==> src/rtl/div_ctrl_if.sv <==
// -----------------------------------------------------------------------------
// div_ctrl_if
//   Request/writeback bundle between the execute stage and the divide
//   controller. Signal suffixes are from the controller's point of view:
//   *_i are driven by the execute stage, *_o by the controller.
//
//   Signals:
//     req_valid_i   ex presents a divide request
//     req_ready_o   controller accepts the request this cycle
//     dividend_i    dividend              (DATA_W)
//     divisor_i     divisor               (DATA_W)
//     op_i          funct3 of DIV/DIVU/REM/REMU
//     reg_waddr_i   destination register  (ADDR_W)
//     wb_valid_o    one-cycle writeback strobe
//     wb_data_o     writeback data        (DATA_W)
//     wb_waddr_o    writeback register    (ADDR_W)
//
//   Modports: master = execute stage, slave = div_ctrl.
// -----------------------------------------------------------------------------
interface div_ctrl_if #(
  parameter int DATA_W = 32,
  parameter int ADDR_W = 5
);
  logic              req_valid_i;
  logic              req_ready_o;
  logic [DATA_W-1:0] dividend_i;
  logic [DATA_W-1:0] divisor_i;
  logic [2:0]        op_i;
  logic [ADDR_W-1:0] reg_waddr_i;
  logic              wb_valid_o;
  logic [DATA_W-1:0] wb_data_o;
  logic [ADDR_W-1:0] wb_waddr_o;

  modport master (
    output req_valid_i, dividend_i, divisor_i, op_i, reg_waddr_i,
    input  req_ready_o, wb_valid_o, wb_data_o, wb_waddr_o
  );

  modport slave (
    input  req_valid_i, dividend_i, divisor_i, op_i, reg_waddr_i,
    output req_ready_o, wb_valid_o, wb_data_o, wb_waddr_o
  );
endinterface

==> src/rtl/div_ctrl.sv <==
// -----------------------------------------------------------------------------
// div_ctrl
//   Sequences the multi-cycle integer divider for the execute stage. Accepts
//   one DIV/DIVU/REM/REMU request at a time, holds the divider start line for
//   the whole operation, stalls the pipeline meanwhile, aborts on flush or
//   timeout, and returns the result as a one-cycle writeback pulse.
//
//   Optional feature: define DIV_RESULT_CACHE_EN to add a one-entry result
//   cache; a request matching the last completed {dividend, divisor, op}
//   skips the divider and writes back on the cycle after accept.
//
//   Ports:
//     clk, rst          clock, asynchronous active-low reset
//     ex_if (slave)     request handshake and writeback (see div_ctrl_if)
//     flush_i           pipeline flush, aborts any in-flight operation
//     hold_o            stall request to pipeline control
//     div_start_o       divider start, high for the whole operation
//     div_dividend_o, div_divisor_o, div_op_o, div_reg_waddr_o
//                       operands latched on accept
//     div_result_i      divider result
//     div_ready_i       divider done pulse
//     div_busy_i        divider busy (informational only)
//     timeout_o         sticky: divider did not finish in TIMEOUT_CYC cycles
//
//   TIMEOUT_CYC must be >= 40 so a normal divide never times out.
// -----------------------------------------------------------------------------
module div_ctrl #(
  parameter int DATA_W      = 32,
  parameter int ADDR_W      = 5,
  parameter int TIMEOUT_CYC = 64
) (
  input  logic              clk,
  input  logic              rst,
  div_ctrl_if.slave         ex_if,
  input  logic              flush_i,
  output logic              hold_o,
  output logic              div_start_o,
  output logic [DATA_W-1:0] div_dividend_o,
  output logic [DATA_W-1:0] div_divisor_o,
  output logic [2:0]        div_op_o,
  output logic [ADDR_W-1:0] div_reg_waddr_o,
  input  logic [DATA_W-1:0] div_result_i,
  input  logic              div_ready_i,
  input  logic              div_busy_i,
  output logic              timeout_o
);

  localparam int CNT_W = $clog2(TIMEOUT_CYC);
  localparam logic [CNT_W-1:0] CNT_LAST = CNT_W'(TIMEOUT_CYC - 1);

  typedef enum logic [3:0] {
    S_IDLE  = 4'b0001,
    S_BUSY  = 4'b0010,
    S_ABORT = 4'b0100,
    S_DONE  = 4'b1000
  } state_e;

  state_e            state_q;
  logic [DATA_W-1:0] dividend_q, divisor_q, result_q, wb_data_q;
  logic [2:0]        op_q;
  logic [ADDR_W-1:0] waddr_q, wb_waddr_q;
  logic [CNT_W-1:0]  cnt_q;
  logic              timeout_q;

  logic              req_ready, accept, op_ok, wb_valid, fill;
  logic              cache_hit;
  logic [DATA_W-1:0] cache_res;

  // Completion is signalled by div_ready_i alone; busy is not needed.
  logic unused_busy;
  assign unused_busy = div_busy_i;

  // Gated with rst so every output reads 0 while reset is asserted.
  assign req_ready = (state_q == S_IDLE) && !flush_i && rst;
  assign accept    = ex_if.req_valid_i && req_ready;
  // All four divide encodings (100..111) have funct3[2] set.
  assign op_ok     = ex_if.op_i[2];
  assign wb_valid  = (state_q == S_DONE) && !flush_i;
  assign fill      = (state_q == S_BUSY) && !flush_i && div_ready_i;

  // Start drops combinationally in the ready cycle so the divider cannot
  // see a fresh start and relaunch.
  assign div_start_o = (state_q == S_BUSY) && !div_ready_i;
  assign hold_o      = ((state_q == S_IDLE) && ex_if.req_valid_i && rst) ||
                       (state_q == S_BUSY);

  assign ex_if.req_ready_o = req_ready;
  assign ex_if.wb_valid_o  = wb_valid;
  // Writeback fields show the new result only while the strobe is high and
  // otherwise keep the last delivered value.
  assign ex_if.wb_data_o   = wb_valid ? result_q : wb_data_q;
  assign ex_if.wb_waddr_o  = wb_valid ? waddr_q  : wb_waddr_q;

  assign div_dividend_o  = dividend_q;
  assign div_divisor_o   = divisor_q;
  assign div_op_o        = op_q;
  assign div_reg_waddr_o = waddr_q;
  assign timeout_o       = timeout_q;

`ifdef DIV_RESULT_CACHE_EN
  logic              cache_vld_q;
  logic [DATA_W-1:0] cache_a_q, cache_b_q, cache_res_q;
  logic [2:0]        cache_op_q;

  assign cache_hit = cache_vld_q && (cache_a_q == ex_if.dividend_i) &&
                     (cache_b_q == ex_if.divisor_i) && (cache_op_q == ex_if.op_i);
  assign cache_res = cache_res_q;

  always_ff @(posedge clk or negedge rst) begin
    if (!rst) begin
      cache_vld_q <= 1'b0;
    end else if (fill) begin
      cache_vld_q <= 1'b1;
    end
  end

  // NOTE: only the valid bit needs reset; the payload is never read while
  // invalid, so it is left unreset like any storage array.
  always_ff @(posedge clk) begin
    if (fill) begin
      cache_a_q   <= dividend_q;
      cache_b_q   <= divisor_q;
      cache_op_q  <= op_q;
      cache_res_q <= div_result_i;
    end
  end
`else
  assign cache_hit = 1'b0;
  assign cache_res = '0;
`endif

  // NOTE: all state below uses non-blocking assignments so every register
  // samples pre-edge values regardless of statement order.
  always_ff @(posedge clk or negedge rst) begin
    if (!rst) begin
      state_q    <= S_IDLE;
      dividend_q <= '0;
      divisor_q  <= '0;
      op_q       <= '0;
      waddr_q    <= '0;
      result_q   <= '0;
      wb_data_q  <= '0;
      wb_waddr_q <= '0;
      cnt_q      <= '0;
      timeout_q  <= 1'b0;
    end else begin
      unique case (state_q)
        S_IDLE: begin
          if (accept) begin
            dividend_q <= ex_if.dividend_i;
            divisor_q  <= ex_if.divisor_i;
            op_q       <= ex_if.op_i;
            waddr_q    <= ex_if.reg_waddr_i;
            cnt_q      <= '0;
            if (!op_ok) begin
              result_q <= '0;
              state_q  <= S_DONE;
            end else if (cache_hit) begin
              result_q <= cache_res;
              state_q  <= S_DONE;
            end else begin
              state_q  <= S_BUSY;
            end
          end
        end
        S_BUSY: begin
          cnt_q <= cnt_q + CNT_W'(1);
          // Priority: flush, then ready, then timeout.
          if (flush_i) begin
            state_q <= S_ABORT;
          end else if (div_ready_i) begin
            result_q <= div_result_i;
            state_q  <= S_DONE;
          end else if (cnt_q == CNT_LAST) begin
            timeout_q <= 1'b1;
            state_q   <= S_ABORT;
          end
        end
        S_ABORT: state_q <= S_IDLE;
        S_DONE: begin
          if (!flush_i) begin
            wb_data_q  <= result_q;
            wb_waddr_q <= waddr_q;
          end
          state_q <= S_IDLE;
        end
        default: state_q <= S_IDLE;
      endcase
    end
  end

endmodule

==> src/flat_wrapper.sv <==
// flat-port wrapper written by rule: the top's interface ports become plain ports
module div_ctrl_flat 
#(
  parameter int DATA_W      = 32,
  parameter int ADDR_W      = 5,
  parameter int TIMEOUT_CYC = 64
)
  (clk, rst, flush_i, hold_o, div_start_o, div_dividend_o, div_divisor_o, div_op_o, div_reg_waddr_o, div_result_i, div_ready_i, div_busy_i, timeout_o, ex_if_req_valid_i, ex_if_dividend_i, ex_if_divisor_i, ex_if_op_i, ex_if_reg_waddr_i, ex_if_req_ready_o, ex_if_wb_valid_o, ex_if_wb_data_o, ex_if_wb_waddr_o);
  div_ctrl_if #(.DATA_W(DATA_W), .ADDR_W(ADDR_W)) ex_if_i ();
  input  logic clk;
  input  logic rst;
  input  logic flush_i;
  output logic hold_o;
  output logic div_start_o;
  output logic [DATA_W-1:0] div_dividend_o;
  output logic [DATA_W-1:0] div_divisor_o;
  output logic [2:0] div_op_o;
  output logic [ADDR_W-1:0] div_reg_waddr_o;
  input  logic [DATA_W-1:0] div_result_i;
  input  logic div_ready_i;
  input  logic div_busy_i;
  output logic timeout_o;
  input wire logic [$bits(ex_if_i.req_valid_i)-1:0] ex_if_req_valid_i;
  input wire logic [$bits(ex_if_i.dividend_i)-1:0] ex_if_dividend_i;
  input wire logic [$bits(ex_if_i.divisor_i)-1:0] ex_if_divisor_i;
  input wire logic [$bits(ex_if_i.op_i)-1:0] ex_if_op_i;
  input wire logic [$bits(ex_if_i.reg_waddr_i)-1:0] ex_if_reg_waddr_i;
  output wire logic [$bits(ex_if_i.req_ready_o)-1:0] ex_if_req_ready_o;
  output wire logic [$bits(ex_if_i.wb_valid_o)-1:0] ex_if_wb_valid_o;
  output wire logic [$bits(ex_if_i.wb_data_o)-1:0] ex_if_wb_data_o;
  output wire logic [$bits(ex_if_i.wb_waddr_o)-1:0] ex_if_wb_waddr_o;
  assign ex_if_i.req_valid_i = ex_if_req_valid_i;
  assign ex_if_i.dividend_i = ex_if_dividend_i;
  assign ex_if_i.divisor_i = ex_if_divisor_i;
  assign ex_if_i.op_i = ex_if_op_i;
  assign ex_if_i.reg_waddr_i = ex_if_reg_waddr_i;
  assign ex_if_req_ready_o = ex_if_i.req_ready_o;
  assign ex_if_wb_valid_o = ex_if_i.wb_valid_o;
  assign ex_if_wb_data_o = ex_if_i.wb_data_o;
  assign ex_if_wb_waddr_o = ex_if_i.wb_waddr_o;
  div_ctrl #(.DATA_W(DATA_W), .ADDR_W(ADDR_W), .TIMEOUT_CYC(TIMEOUT_CYC)) u_core (.clk(clk), .rst(rst), .ex_if(ex_if_i), .flush_i(flush_i), .hold_o(hold_o), .div_start_o(div_start_o), .div_dividend_o(div_dividend_o), .div_divisor_o(div_divisor_o), .div_op_o(div_op_o), .div_reg_waddr_o(div_reg_waddr_o), .div_result_i(div_result_i), .div_ready_i(div_ready_i), .div_busy_i(div_busy_i), .timeout_o(timeout_o));
endmodule
==> config.mk <==
export PLATFORM = sky130hd
export DESIGN_NAME = div_ctrl_flat
export DESIGN_NICKNAME = d
export VERILOG_FILES = /design/src/rtl/div_ctrl_if.sv /design/src/rtl/div_ctrl.sv /design/src/flat_wrapper.sv
export SDC_FILE = /design/constraint.sdc
export NUM_CORES = 1
export LEC_CHECK = 0
export ABC_AREA = 0
export BUFFER_PORTS_ARGS = -buffer_cell sky130_fd_sc_hd__buf_2
export CORE_MARGIN = 2
export CORE_UTILIZATION = 45
export DETAILED_ROUTE_END_ITERATION = 7
export PLACE_DENSITY = 0.76
export SLEW_MARGIN = 20
export SYNTH_ARGS = -nofsm -noshare
export SYNTH_HDL_FRONTEND = slang
export SYNTH_SLANG_ARGS = --single-unit
==> constraint.sdc <==
create_clock -name clk -period 2.1 [get_ports clk]
set_clock_uncertainty 0.2 [all_clocks]
set_input_delay 0.21 -clock clk [delete_from_list [all_inputs] [get_ports clk]]
set_output_delay 0.21 -clock clk [all_outputs]
set_load 0.1 [all_outputs]
==> flow_metrics.tcl <==
set metrics [dict create \
    status "finished, violations left" \
    violations "setup timing" \
    power_density_mw_per_mm2 1006 \
    hpwl_mm 9.706 \
    ys_seq_elements 152 \
    crit_path_frequent_cell "buf_12" \
    path_clk_slew_ps 60 \
    die_area_sq_mm 0.01448 \
    ys_warn_count 0 \
    core_area_sq_mm 0.01324 \
    syn_inst 427 \
    switching_share_pct 42.41 \
    routed_wl_mm 22.37 \
    r2r_slack_ps -410 \
    synth.distinct_cells 33 \
    crit_path_end_kind "output port" \
    drcViolationCount 0 \
    num_vias 5232 \
    routabilityCongestion 0.7699 \
    initial_core_util_pct 45.98 \
    rsz0062_at_grt "true" \
    rows 42 \
    regArea_sq_mm 0.003805 \
    timing.rr.end "u_core.div_reg_waddr_o[2]$_DFFE_PN0P_" \
    tightest_slew_ps 648.2 \
    p_comb_share_pct 38.5 \
    clk_latency_ps 420 \
    rr_worst_depth 8 \
    clockRootBuffer "clkbuf_16" \
    wire_per_inst_um 22.08 \
    finalPower_w 0.01110 \
    place_area_sq_mm 0.007686 \
    cts_buffer_depth 2 \
    grt_pass1_vias 5726 \
    fin_util_pct 83.30 \
    grt_max_degree 129 \
    synth_top_area_cell "dfrtp_1" \
    whs_path_depth 3 \
    hp-start "flush_i" \
    whs_endpoint "u_core.state_q[2]$_DFFE_PN0P_" \
    period_needed_ps 2590 \
    synth_nets 538 \
    gr-total-overflow 0 \
    reg2reg_from "u_core.state_q[1]$_DFFE_PN0P_" \
    whs_ps 29.87 \
    layout_commonest_cell "buf_2" \
    cp_data_required_time_ps 1690 \
    ant_nets 0 \
    ir_worst_vdd_mv 0.8408 \
    dr.first_iter.drc_count 347 \
    cp_slowest_cell "dfstp_2" \
    port_buffers 222 \
    avgViaCountPerCell 5.165 \
    antenna_found_initial 2 \
    cellLeakagePower_nw 5.624 \
    finalHoldViolations 0 \
    maxSlewHeadroom_pct 56.79 \
    htreeDepth 4 \
    crit_fanout 7 \
    cts_tree "built" \
    finalNonFillerCells 1013 \
    die_w_um 120.3 \
    netlist_area_sq_mm 0.006088 \
    cp.arrival_ps 2180 \
    multiInputGateArea_sq_mm 0.002541 \
    area_growth_syn_to_layout_pct 81.20 \
    grt_usage_pct 28.11 \
    grt_pass1_wl_mm 30.77 \
    path_cells "buf_4 -> nor4_2 -> and2_4 -> buf_12 -> buf_12 -> buf_6 -> mux2_4 -> buf_12" \
    cts_buffers 17 \
    slew_viol_final 0 \
    firstDrtPassIters 4 \
    fp.dieH_um 120.3 \
    finalSetupViolations 128 \
    power_switching_w 0.004707 \
    postLayoutCellArea_sq_mm 0.01103 \
    syn_avg_cell_area_sq_um 14.26 \
    power_frac_seq_pct 32.2 \
    hold_class "input pin to flip-flop" \
    setup_ws_ps -489.5 \
    clock-sinks 152 \
    synth.top_cell.area_share_pct 62.06 \
    start_kind "flip-flop" \
    power.internal_w 0.006392 \
    drive_gt1_share_pct 55.21 \
    synthTopCellsByArea "dfrtp_1 62%, mux2_2 20%, mux2i_1 5.6%" \
    placed_cells 823 \
    post-route-period-util_pct 123.3 \
    nNetsFinal 933 \
    path_class "flip-flop to output port" \
    max_cap_viol_count 0 \
    ys_seq_area_share_pct 62.49 \
    cpPeakStageDelay_ps 530 \
    n_fill_cell 645 \
    clockPowerShare_pct 29.2 \
    final_cell_mix "180 x buf_2, 151 x dfrtp_1, 106 x dlygate4sd3_1, 105 x mux2_4, 54 x buf_12" \
    io_pins 224 \
    fmax_ghz 0.3862 \
]
## power by group through the flow
stage	Clock [W]	Combinational (W)	Sequential, W
after detailed placement	0	0.00366	0.00355
after CTS	0.00324	0.00406	0.00352
after floorplan	0	0.000556	0.00597
after global placement	0	0.00361	0.00353
after global routing	0.00341	0.00438	0.00361
final	0.00325	0.00428	0.00358
## kinds of logic after synthesis
| group | count (synthesis) | synth area share [%] |
|---|---|---|
| AO/OA/AOI/OAI | 51 | 4.624 |
| adder cells (fa/ha/maj) | 1 | 0.2055 |
| buffers and inverters | 57 | 4.480 |
| flip-flops | 152 | 62.49 |
| multiplexers | 142 | 25.57 |
| AND/OR/NAND/NOR | 24 | 2.631 |
## stage by stage
stage / setup slack (ps) / setup TNS (ps)
final: -489.5 / -41930
after global routing: -568.3 / -47170
after CTS: -494.0 / -35730
after detailed placement: -221.6 / -21280
after global placement: -181.9 / -15750
after floorplan: -421.9 / -632.9
## worst max-delay path: cells and delay by family (launching register included)
family	cells	cell delay, ps
buffers and inverters	5	690
AND/OR/NAND/NOR	2	230
flip-flops	1	530
multiplexers	1	310
## sequential cells by signal, summed over array words and instances, names as in the netlist
| register | flops |
|---|---|
| u_core.div_op_o | 3 |
| u_core.state_q | 4 |
| u_core.div_reg_waddr_o | 5 |
| u_core.result_q | 32 |
| u_core.div_divisor_o | 32 |
| u_core.timeout_o | 1 |
| u_core.div_dividend_o | 32 |
| u_core.wb_waddr_q | 5 |
| u_core.wb_data_q | 32 |
| u_core.cnt_q | 6 |
## Yosys cell counts (all sizes together)
| library cell | number |
|---|---|
| a31oi | 1 |
| mux2 | 108 |
| nor3 | 3 |
| nor3b | 1 |
| nor2 | 2 |
| ha | 1 |
| o21ai | 38 |
| or4b | 2 |
| buf | 12 |
| o21a | 3 |
| and3 | 2 |
| a311oi | 1 |
| nand2 | 5 |
| and2 | 1 |
| or4bb | 1 |
| nand4 | 1 |
| nor4 | 2 |
| inv | 34 |
| nand3 | 2 |
| dfstp | 1 |
| a21o | 1 |
| dfrtp | 151 |
| nor4b | 1 |
| o31ai | 1 |
| o21ba | 1 |
| a21oi | 5 |
| clkbuf | 11 |
| mux2i | 34 |
| nand3b | 1 |
## layer usage
layer / track usage, % / routed length (um)
met1: 31.55 / 7878
met2: 50.28 / 12290
met3: 6.651 / 1257
met4: 13.44 / 945
met5: 0 / 0
## how the worst max path moves through the flow
stage	start	end	slack, ps
detailed placement	u_core.state_q[0]$_DFFE_PN1P_	u_core.div_dividend_o[4]$_DFFE_PN0P_	-220
floorplan	u_core.state_q[0]$_DFFE_PN1P_	ex_if_req_ready_o	-420
CTS	u_core.state_q[1]$_DFFE_PN0P_	ex_if_wb_data_o[11]	-490
global placement	u_core.state_q[0]$_DFFE_PN1P_	ex_if_req_ready_o	-180
finish	u_core.state_q[0]$_DFFE_PN1P_	ex_if_wb_data_o[15]	-490
global route	u_core.state_q[2]$_DFFE_PN0P_	ex_if_wb_data_o[15]	-570
## area by class of cell
| class | count | share of cell area (%) |
|---|---|---|
| flip-flops and latches | 152 | 34.49 |
| repair buffers | 399 | 33.65 |
| well taps | 176 | 1.996 |
| multi-input cells | 218 | 23.04 |
| inverters | 34 | 1.157 |
| clock buffers | 20 | 4.049 |
| diodes | 2 | 0.04537 |
| clock inverters | 12 | 1.577 |
## repair_timing
action,4_1_cts,5_1_grt
endpoints found under the hold margin,256,0
pin swaps,3,8
hold buffers,106,0
resized for setup,233,96
gates cloned,12,2
buffers inserted,27,18
setup endpoints to repair,128,145
(Power assumes the default switching activity.)
